<file path="config.mk">
export PLATFORM = sky130hd
export DESIGN_NAME = multiplier
export DESIGN_NICKNAME = d
export VERILOG_FILES = /design/src/rtl/multiplier.sv
export SDC_FILE = /design/constraint.sdc
export NUM_CORES = 1
export LEC_CHECK = 0
export ABC_CLOCK_PERIOD_IN_PS = 4400
export BUFFER_PORTS_ARGS = -buffer_cell sky130_fd_sc_hd__buf_2
export CAP_MARGIN = 20
export CORE_ASPECT_RATIO = 0.7
export CORE_UTILIZATION = 35
export CTS_BUF_LIST = sky130_fd_sc_hd__clkbuf_4 sky130_fd_sc_hd__clkbuf_8 sky130_fd_sc_hd__clkbuf_16
export DETAILED_ROUTE_END_ITERATION = 12
export PLACE_DENSITY_LB_ADDON = 0.12
export SKIP_LAST_GASP = 1
export SLEW_MARGIN = 15
export SYNTH_ARGS = -nofsm -noshare
export SYNTH_HDL_FRONTEND = slang
export SYNTH_SLANG_ARGS = --single-unit
</file>
<file path="constraint.sdc">
create_clock -name CK -period 4.4 [get_ports CK]
set_input_delay 0.22 -clock CK [delete_from_list [all_inputs] [get_ports CK]]
set_output_delay 0.22 -clock CK [all_outputs]
set_load 0.03 [all_outputs]
</file>
<file path="src/rtl/multiplier.sv">
// ============================================================================
// Module   : multiplier
// Purpose  : Sequential unsigned shift-add multiplier, one multiplier bit per
//            enabled clock, with a start/done handshake and clock enable.
// Revision : 1.0 - initial release
// ============================================================================
`default_nettype none

module multiplier #(
  parameter int C_NUM_BITS = 4
) (
  input  logic                      CK,
  input  logic                      RN,
  input  logic                      E,
  input  logic                      START,
  input  logic [C_NUM_BITS-1:0]     A,
  input  logic [C_NUM_BITS-1:0]     B,
  output logic [2*C_NUM_BITS-1:0]   P,
  output logic                      BUSY,
  output logic                      DONE
);

  localparam int N  = C_NUM_BITS;
  localparam int CW = $clog2(N + 1);
  localparam logic [CW-1:0] C_CNT_INIT = CW'(N);
  localparam logic [CW-1:0] C_CNT_LAST = CW'(1);

  typedef enum logic [1:0] {
    S_IDLE = 2'd0,
    S_RUN  = 2'd1,
    S_DONE = 2'd2
  } state_t;

  state_t          r_state;
  logic [N-1:0]    r_mcand;
  logic [N:0]      r_acc;
  logic [N-1:0]    r_mplr;
  logic [CW-1:0]   r_cnt;
  logic [N:0]      w_sum;

  // ACC's top bit is always zero after each shift, so the full-width add is exact.
  assign w_sum = r_acc + (r_mplr[0] ? {1'b0, r_mcand} : '0);

  always_ff @(posedge CK) begin
    if (!RN) begin
      r_state <= S_IDLE;
      r_mcand <= '0;
      r_acc   <= '0;
      r_mplr  <= '0;
      r_cnt   <= '0;
      P       <= '0;
      BUSY    <= 1'b0;
      DONE    <= 1'b0;
    end else if (E) begin
      case (r_state)
        S_IDLE, S_DONE: begin
          DONE <= 1'b0;
          if (START) begin
            r_mcand <= A;
            r_mplr  <= B;
            r_acc   <= '0;
            r_cnt   <= C_CNT_INIT;
            BUSY    <= 1'b1;
            r_state <= S_RUN;
          end else begin
            BUSY    <= 1'b0;
            r_state <= S_IDLE;
          end
        end
        S_RUN: begin
          r_acc  <= {1'b0, w_sum[N:1]};
          r_mplr <= {w_sum[0], r_mplr[N-1:1]};
          r_cnt  <= r_cnt - 1'b1;
          if (r_cnt == C_CNT_LAST) begin
            // Publish the product as it looks after this final shift.
            P       <= {w_sum, r_mplr[N-1:1]};
            BUSY    <= 1'b0;
            DONE    <= 1'b1;
            r_state <= S_DONE;
          end
        end
        default: begin
          BUSY    <= 1'b0;
          DONE    <= 1'b0;
          r_state <= S_IDLE;
        end
      endcase
    end
  end

endmodule

`default_nettype wire

</file>
==> flow_summary.yaml <==
placed_design:
  dpl.cell_count: 202
  dp_hpwl_um: 1891
  dp_slack_ns: 2.665
  gp_congestion: 0.8490
  numPortBuffers: 21
logic_synthesis:
  syn_avg_cell_area_sq_um: 9.044
  yosysWarningCount: 0
  ys_ff_latch: 26
  synthFlopType: "dfxtp_1"
  async_flop_share_pct: 0
  ys_types: 32
  ys_seq_area_share_pct: 41.11
  syn_inst: 140
  syn-num-nets: 159
  syn_area_sq_um: 1266
  synth-edff-count: 0
critical_path:
  crit_chain: "and2_1, ha_1, inv_1, fa_1, nand2b_1, o2bb2ai_1, a2bb2oi_1, nor2b_1"
  reg2reg_depth: 8
  critPathKind: "register to register"
  slowest_stage: "dfxtp_1"
  required_ns: 4.62
  cp-end-kind: "register"
  r2r_slack_ns: 2.65
  cp_max_fo: 5
  arrival_ns: 1.97
  max_stage_delay_ns: 0.40
  startpoint_type: "register"
grt:
  grt_use_met2_pct: 23.24
  grt_overflow_total: 0
  grt_pass1_wl_um: 4188
  gr-usage-all-layers_pct: 15.01
  grt_max_degree: 31
  busiest_layer: "met2"
  grt_use_met1_pct: 19.88
  use_met3_pct: 4.615
  antenna_found_initial: 0
  grt_pass1_vias: 898
clock_tree:
  numCtsBuffers: 3
  max-clock-path-buffers: 2
  root_buffer: "clkbuf_8"
  htreeDepth: 1
  numClockSinks: 26
  clkTransAtPathRegs_ns: 0.09
  cts_tree: "built"
  ctsResizeCount: 0
  clock_latency_ns: 0.27
  hold_buffers: 0
  cts_setup_buffers: 0
route:
  drc_errors: 0
  drt-pass1-iter-count: 4
  via_count: 1020
  drt-total-wl_um: 2590
  ant_nets: 0
  drt-initial-drc-count: 41
  wl_per_cell_um: 12.57
  viasPerCell: 4.951
sta:
  setup_slack_ns: 2.650
  period_minus_slack_ns: 1.750
  slew_headroom_pct: 69.85
  setup_violations: 0
  slew_violations: 0
  fin_crit_sh_pct: 39.77
  rsz0062_at_grt: "no"
  hold_viol: 0
  worst_pin_slew_ns: 0.4522
  fmaxAchievable_mhz: 571.5
  tns_ns: 0
  fin_worst_skew_ns: 0.002303
  whs_ns: 0.1922
final_layout:
  nets: 179
  instances_no_fill: 206
  drive_gt1_share_pct: 16.98
  area_growth_pct: 13.74
  final_core_util_pct: 43.68
  diodes: 0
run:
  maxCapViolCount: 0
pwr:
  power_density_nw_per_um2: 311.8
  leakagePower_nw: 0.6670
  ir_drop_mv: 0.1617
floorplanning:
  coreArea_sq_um: 3297
  ios: 22
  fp.dieH_um: 52.33
  start_util_pct: 38.41
  chipWidth_um: 73.89
  die_area_sq_um: 3866
  row_count: 17
run_status:
  status: "finished, final reports clean"
min_path:
  whs_path_depth: 3
  hp-class: "input pin to register"
[routing by layer]
metal / up-vias / routed length [um]
met5: - / 0
met2: 20 / 1132
met1: 478 / 1330
met3: 2 / 113
met4: 0 / 14
li1: 520 / -
[cells by family after synthesis]
kind of cell / after synthesis / share of synthesized area (%)
compound gates: 31 / 18.87
xor+xnor: 1 / 0.6918
fa+ha+maj: 7 / 7.510
buf+inv: 11 / 5.039
flops: 26 / 41.11
mux: 3 / 2.372
simple gates: 61 / 24.41
[path summary, 6_finish.rpt]
path / to / start
max: r_acc[3]$_SDFFE_PN0P_ / r_mplr[0]$_SDFFE_PN0P_
min: r_mcand[2]$_SDFFE_PN0P_ / A[2]
max reg2reg: r_acc[3]$_SDFFE_PN0P_ / r_mplr[0]$_SDFFE_PN0P_
min reg2reg: P[2]$_SDFFE_PN0P_ / P[2]$_SDFFE_PN0P_
[critical path: cells and delay by family (launching register included)]
| family | cells | cell delay [ns] |
|---|---|---|
| simple gates | 3 | 0.41 |
| buf+inv | 1 | 0.06 |
| flops | 1 | 0.40 |
| compound gates | 2 | 0.27 |
| fa+ha+maj | 2 | 0.55 |
[synthesized netlist by cell type, types with 3 or more instances]
cell type,instances,area share (%)
and2_1,4,2.0
inv_1,5,1.5
nor2_1,3,0.89
mux2i_1,3,2.4
clkbuf_1,3,0.89
a21oi_1,5,2.0
dfxtp_1,26,41
nand2_1,29,8.6
nand3_1,6,2.4
o211a_1,6,4.7
nand2b_1,3,1.5
ha_1,6,5.9
buf_6,3,2.7
a21boi_1,4,2.4
a21boi_0,6,3.6
nor2b_1,8,4.0
[stage by stage]
stage,cell area [sq um],power [mW]
after floorplan,1266,0.2870
after global placement,1385,0.2983
after detailed placement,1385,0.2999
after CTS,1440,0.4585
after global routing,1440,0.4695
final,1440,0.4490
[cell usage in the layout (no fill, tap or decap), types with 2 or more instances in the layout]
master / instances
nand2_1: 29
dfxtp_1: 26
buf_2: 21
nor2b_1: 8
a21boi_0: 6
nand3_1: 6
o211a_1: 6
ha_1: 6
inv_1: 5
a21oi_1: 5
and2_1: 4
a21boi_1: 4
clkbuf_8: 4
nor2_1: 3
nand2b_1: 3
mux2i_1: 3
and3b_1: 2
nand3b_1: 2
a22oi_1: 2
o21ai_0: 2
[sequential cells by signal, summed over array words and instances, names as in the netlist]
register  count
r_mplr        4
r_cnt         3
r_acc         4
r_mcand       4
P             8
r_state       2
BUSY          1
[power breakdown]
part	switching [mW]	internal, mW
Clock	0.0747	0.0801
Sequential	0.00602	0.243
Combinational	0.0257	0.0192
[area by class of cell]
cell class	instances	area, sq um
tap	47	58.81
inverter	5	18.77
sequential	26	520.5
clock buffer	4	55.05
timing repair buffer	21	105.1
multi-input combinational	103	681.9
fill	328	1857
(Power assumes the default switching activity.)
